--- src/rtl/hatch_pkg.sv ---
// Shared definitions for the egg incubation controller: FSM states and display image indices.
package hatch_pkg;

  typedef enum logic [1:0] {
    S_IDLE     = 2'd0,
    S_INCUBATE = 2'd1,
    S_HATCHED  = 2'd2,
    S_FAILED   = 2'd3
  } state_t;

  localparam logic [4:0] DZ_LAST_STAGE = 5'd15;
  localparam logic [4:0] DZ_HATCHED    = 5'd16;
  localparam logic [3:0] TEMP_MAX      = 4'd15;

endpackage

--- src/rtl/hatch_ctrl_temp_ctrl.sv ---
// Saturating incubator temperature with periodic drift-down driven by the tick timebase.
module temp_ctrl
  import hatch_pkg::*;
#(
  parameter int DRIFT_TICKS = 2,
  parameter int TEMP_INIT   = 8
) (
  input  logic       clk,
  input  logic       rst,
  input  logic       load,
  input  logic       en,
  input  logic       up,
  input  logic       down,
  input  logic       tick,
  output logic [3:0] temp
);

  localparam int DW = (DRIFT_TICKS > 1) ? $clog2(DRIFT_TICKS) : 1;

  logic [DW-1:0] dcnt;
  logic          drift_ev;
  logic [3:0]    temp_nxt;
  int            t;

  assign drift_ev = tick && (dcnt == DW'(DRIFT_TICKS - 1));

  // up/down/drift combine into a single net step, clamped to the 4-bit range
  always_comb begin
    t = int'(temp) + int'(up) - int'(down) - int'(drift_ev);
    temp_nxt = temp;
    if (t < 0)                  temp_nxt = 4'd0;
    else if (t > int'(TEMP_MAX)) temp_nxt = TEMP_MAX;
    else                        temp_nxt = 4'(t);
  end

  always_ff @(posedge clk) begin
    if (rst || load) begin
      temp <= 4'(TEMP_INIT);
      dcnt <= '0;
    end else if (en) begin
      temp <= temp_nxt;
      if (tick) dcnt <= drift_ev ? '0 : dcnt + DW'(1);
    end
  end

endmodule

--- src/rtl/hatch_ctrl.sv ---
// Incubation FSM: stages the egg image on tick, fails on unsafe temperature, strobes the display.
module hatch_ctrl
  import hatch_pkg::*;
#(
  parameter int STAGE_TICKS = 4,
  parameter int DRIFT_TICKS = 2,
  parameter int TEMP_INIT   = 8,
  parameter int TEMP_LO     = 3,
  parameter int TEMP_HI     = 12
) (
  input  logic       clk,
  input  logic       rst,
  input  logic       start,
  input  logic       heat_up,
  input  logic       heat_down,
  input  logic       tick,
  output logic [4:0] dz_num,
  output logic       dst,
  output logic       fail,
  output logic [3:0] temp,
  output logic       busy
);

  localparam int SW = (STAGE_TICKS > 1) ? $clog2(STAGE_TICKS) : 1;

  state_t        state;
  logic [SW-1:0] scnt;
  logic          temp_bad;
  logic          stage_ev;

  temp_ctrl #(
    .DRIFT_TICKS(DRIFT_TICKS),
    .TEMP_INIT  (TEMP_INIT)
  ) u_temp (
    .clk (clk),
    .rst (rst),
    .load(start),
    .en  (busy),
    .up  (heat_up),
    .down(heat_down),
    .tick(tick),
    .temp(temp)
  );

  // judged on the registered temperature, so a bad value fails one cycle after it appears
  assign temp_bad = (temp < 4'(TEMP_LO)) || (temp > 4'(TEMP_HI));
  assign stage_ev = tick && (scnt == SW'(STAGE_TICKS - 1));

  always_ff @(posedge clk) begin
    if (rst) begin
      state  <= S_IDLE;
      dz_num <= '0;
      dst    <= 1'b0;
      fail   <= 1'b0;
      busy   <= 1'b0;
      scnt   <= '0;
    end else begin
      dst <= 1'b0;
      if (start) begin
        state  <= S_INCUBATE;
        dz_num <= '0;
        fail   <= 1'b0;
        busy   <= 1'b1;
        scnt   <= '0;
        dst    <= 1'b1;
      end else if (state == S_INCUBATE) begin
        if (temp_bad) begin
          state <= S_FAILED;
          fail  <= 1'b1;
          busy  <= 1'b0;
          dst   <= 1'b1;
        end else if (tick) begin
          scnt <= stage_ev ? '0 : scnt + SW'(1);
          if (stage_ev) begin
            dst <= 1'b1;
            if (dz_num == DZ_LAST_STAGE) begin
              dz_num <= DZ_HATCHED;
              state  <= S_HATCHED;
              busy   <= 1'b0;
            end else begin
              dz_num <= dz_num + 5'd1;
            end
          end
        end
      end
    end
  end

endmodule
--- config.mk ---
export PLATFORM = sky130hd
export DESIGN_NAME = hatch_ctrl
export DESIGN_NICKNAME = d
export VERILOG_FILES = /design/src/rtl/hatch_pkg.sv /design/src/rtl/hatch_ctrl_temp_ctrl.sv /design/src/rtl/hatch_ctrl.sv
export SDC_FILE = /design/constraint.sdc
export NUM_CORES = 1
export LEC_CHECK = 0
export BUFFER_PORTS_ARGS = -buffer_cell sky130_fd_sc_hd__buf_2
export CAP_MARGIN = 0
export CELL_PAD_IN_SITES_DETAIL_PLACEMENT = 0
export CELL_PAD_IN_SITES_GLOBAL_PLACEMENT = 1
export CORE_MARGIN = 3
export CORE_UTILIZATION = 43
export CTS_BUF_LIST = sky130_fd_sc_hd__clkbuf_16
export DETAILED_ROUTE_END_ITERATION = 8
export GPL_ROUTABILITY_DRIVEN = 0
export PLACE_DENSITY_LB_ADDON = 0.1
export SLEW_MARGIN = 25
export SYNTH_ARGS = -nofsm -noshare
export SYNTH_HDL_FRONTEND = slang
export SYNTH_SLANG_ARGS = --single-unit
--- constraint.sdc ---
create_clock -name clk -period 5.3 [get_ports clk]
set_clock_uncertainty 0.1 [all_clocks]
set_input_delay 0.265 -clock clk [delete_from_list [all_inputs] [get_ports clk]]
set_output_delay 0.265 -clock clk [all_outputs]
set_load 0.03 [all_outputs]
==> flow_summary_export.csv <==
group,metric,value,unit
timing,slew_headroom,70.9,%
critical_path,slowest_stage,"fa_1",
global_routing,grt_use_total,15.1,%
cts,clkTransAtPathRegs,0.05,ns
synthesis,syn_nets,137,
timing,holdWs,0.116,ns
synthesis,synthDistinctLibCells,43,
timing,max_freq,362,MHz
layout,final.fill_count,235,
timing,finalSetupTns,0,ns
timing,fin_crit_sh,52.1,%
outcome,status,"finished clean",
global_routing,grt_pass1_wl,3920,µm
floorplan,start_util,46.4,%
timing,hold_viol_final,0,
critical_path,crit_cells,10,
route,dr.pass1.iters,4,
route,routed_wl,2160,µm
cts,ctsHoldBuffers,0,
layout,area.sequential,340,µm²
layout,n_antenna_cell,0,
layout,areaGrowthSynthToFinish,17.1,%
pwr,leakagePower,0.514,nW
synthesis,yosysTopAreaCell,"dfxtp_1",
synthesis,synth_cells,123,
critical_path,path_buf_inv,1,
critical_path,crit_chain,"ha_1 > inv_1 > fa_1 > ha_1 > nor2b_1 > ha_1 > nor2b_1 > o211ai_1 > a211oi_1 > o21bai_1",
cts,cts_setup_buffers,0,
cts,postCtsResizedCells,0,
route,num_vias,947,
critical_path,required,5.33,ns
floorplan,core,2250,µm²
synthesis,yosys.area.top_type_share,32.5,%
timing,finalMaxSlewViolations,0,
layout,nets,154,
global_routing,grt_antenna_before_repair,0,
route,routedWlPerCell,12.9,µm
cts,clockBufferDepth,2,
cts,root_buffer,"clkbuf_16",
critical_path,critPathKind,"reg -> reg",
synthesis,yosysSeqAreaShare,32.5,%
critical_path,reg2reg_to,"u_temp.temp[3]",
timing,layout_min_cycle_time,2.76,ns
cts,clkSinkCount,17,
pwr,peakVddDrop,0.000213,V
cts,clkLatencyLatePin,0.24,ns
critical_path,cp-startpoint,"u_temp.temp[0]",
placed_design,dp_hpwl,1640,µm
job,drv_cap,0,
layout,drive_gt1_share,21.6,%
critical_path,worstRegToRegCells,10,
synthesis,yosysWarnings,0,
synthesis,syn-cell-area,1050,µm²
route,vias_per_cell,5.67,
critical_path,ff2ff_setup_slack,2.54,ns
critical_path,cp-end-kind,"flip-flop",
pwr,fin_total_pwr,0.000314,W
critical_path,r2r-start,"u_temp.temp[0]",
cts,htreeDepth,1,
critical_path,crit_path_max_incr_delay,0.43,ns
synthesis,synth-seq-cells,17,
layout,multi_input_area,659,µm²
critical_path,start_kind,"flip-flop",
timing,rsz0062_at_grt,"false",
global_routing,grt_pass1_vias,929,
critical_path,cp_top_family,"adder cells",
floorplan,die_w,55.4,µm
route,dr.first_iter.drc_count,10,
synthesis,syn_area_per_cell,8.51,µm²
critical_path,crit_path_end,"u_temp.temp[3]",
cts,cts_tree,"yes",
route,drc,0,
critical_path,crit_path_frequent_cell,"ha_1",
critical_path,arrival,2.79,ns
floorplan,rows,17,
critical_path,cp_max_fo,5,
worst_hold_path,hp-class,"in -> reg",
cts,cts_buffers,3,
floorplan,die_y,55.4,µm
placed_design,io_buffers,17,
pwr,cellPowerDensity,256,nW/µm²
route,drtAntennaViolNets,0,
global_routing,grt_overflow_total,0,
timing,setup-violations-final,0,
floorplan,dieArea,3060,µm²
timing,worst_slew_pin_slew,0.436,ns
synthesis,synth_area_leaders,"dfxtp_1, ha_1, a21oi_1",
floorplan,num_io_pins,18,
global_routing,grt_max_degree,15,
==> cells in the mapped netlist (all sizes together) <==
cell type	instances
nand4b	1
or2	2
a221oi	1
a22oi	1
nand3	6
nor4	1
nand2	8
a21oi	9
nand4	1
or3	2
clkbuf	3
and3	1
inv	7
dfxtp	17
xor2	2
ha	7
and2	3
nand3b	1
o31ai	1
a211o	1
and4b	1
nand2b	2
nor2b	3
a21bo	2
nor3	2
o21ai	5
mux2i	3
buf	2
o2111ai	2
o211ai	4
a211oi	2
fa	1
o21bai	1
xnor2	1
nor2	10
or4b	2
or4	1
a21boi	1
a31oi	3
==> cell type report <==
| class | instances | share of cell area, % |
|---|---|---|
| Inverter | 7 | 2.14 |
| Timing Repair Buffer | 17 | 6.94 |
| Clock inverter | 1 | 0.408 |
| Tap cell | 28 | 2.86 |
| Clock buffer | 3 | 6.12 |
| Sequential cell | 17 | 27.8 |
| Multi-Input combinational cell | 94 | 53.8 |
==> layer usage <==
layer	share of wire [%]	vias to the layer above	global-route usage, %
met5	0	-	0
met4	0.56	0	2.78
met3	2.3	2	3.04
met2	50	9	26.5
met1	47	453	19.2
li1	-	483	-
==> power by group <==
part           internal, W  switching, W   total, W
combinational    0.0000118     0.0000175  0.0000292
clock             0.000101     0.0000492   0.000150
sequential        0.000131    0.00000432   0.000135
==> cell usage in the layout, fill, tap and decap left out, types with 2 or more instances in the layout <==
cell,netlist,layout
dfxtp_1,17,17
and2_1,2,2
a211oi_1,2,2
buf_2,2,17
nor2_1,10,10
nand2b_1,2,2
nand2_1,8,8
ha_1,7,7
a21oi_1,9,9
a21bo_2,2,2
or2_2,2,2
or4b_1,2,2
o21ai_0,5,5
o211ai_1,3,3
a31oi_1,3,3
mux2i_1,3,3
o2111ai_1,2,2
clkbuf_16,0,3
nor2b_1,3,3
xor2_1,2,2
nor3_1,2,2
nand3_1,5,5
inv_1,7,7
==> how the worst min path moves through the flow <==
stage                     endpoint  from  cells after the start  slack [ns]
final                         busy   rst                      2        0.12
after global routing          busy   rst                      2        0.13
after CTS                     busy   rst                      2        0.11
after detailed placement      fail  fail                      2        0.36
after global placement        fail  fail                      2        0.34
after floorplan               busy   rst                      1        0.24
==> sequential cells by signal, summed over array words and instances, names as in the netlist <==
signal / flops
dz_num: 5
u_temp.temp: 4
scnt: 2
state: 2
busy: 1
dst: 1
fail: 1
u_temp.dcnt: 1
==> worst reg2reg max path, cell delays in order (launching register included) <==
cell and delay [ns]:
dfxtp_1 0.35, ha_1 0.29, inv_1 0.04, fa_1 0.43, ha_1 0.28, nor2b_1 0.15
ha_1 0.28, nor2b_1 0.27, o211ai_1 0.14, a211oi_1 0.23, o21bai_1 0.09
==> per-stage QoR <==
stage	instance area (µm²)	std cells	utilization, %	setup slack (ns)
2_1_floorplan	1050	123	-	2.66
3_3_place_gp	1150	163	50.8	2.69
3_5_place_dp	1150	163	50.8	2.56
4_1_cts	1230	167	54.4	2.55
5_1_grt	1230	167	54.4	2.35
6_report	1230	167	54.4	2.54
==> cell families after synthesis <==
logic type	after synthesis	synth area share [%]
multiplexers	3	2.87
buffers and inverters	12	4.54
AND/OR/NAND/NOR	47	25.8
AO/OA/AOI/OAI	33	21.5
XOR/XNOR	3	2.51
flip-flops	17	32.5
adder cells (fa/ha/maj)	8	10.3
Note: power is estimated with default switching activity, not from simulation.
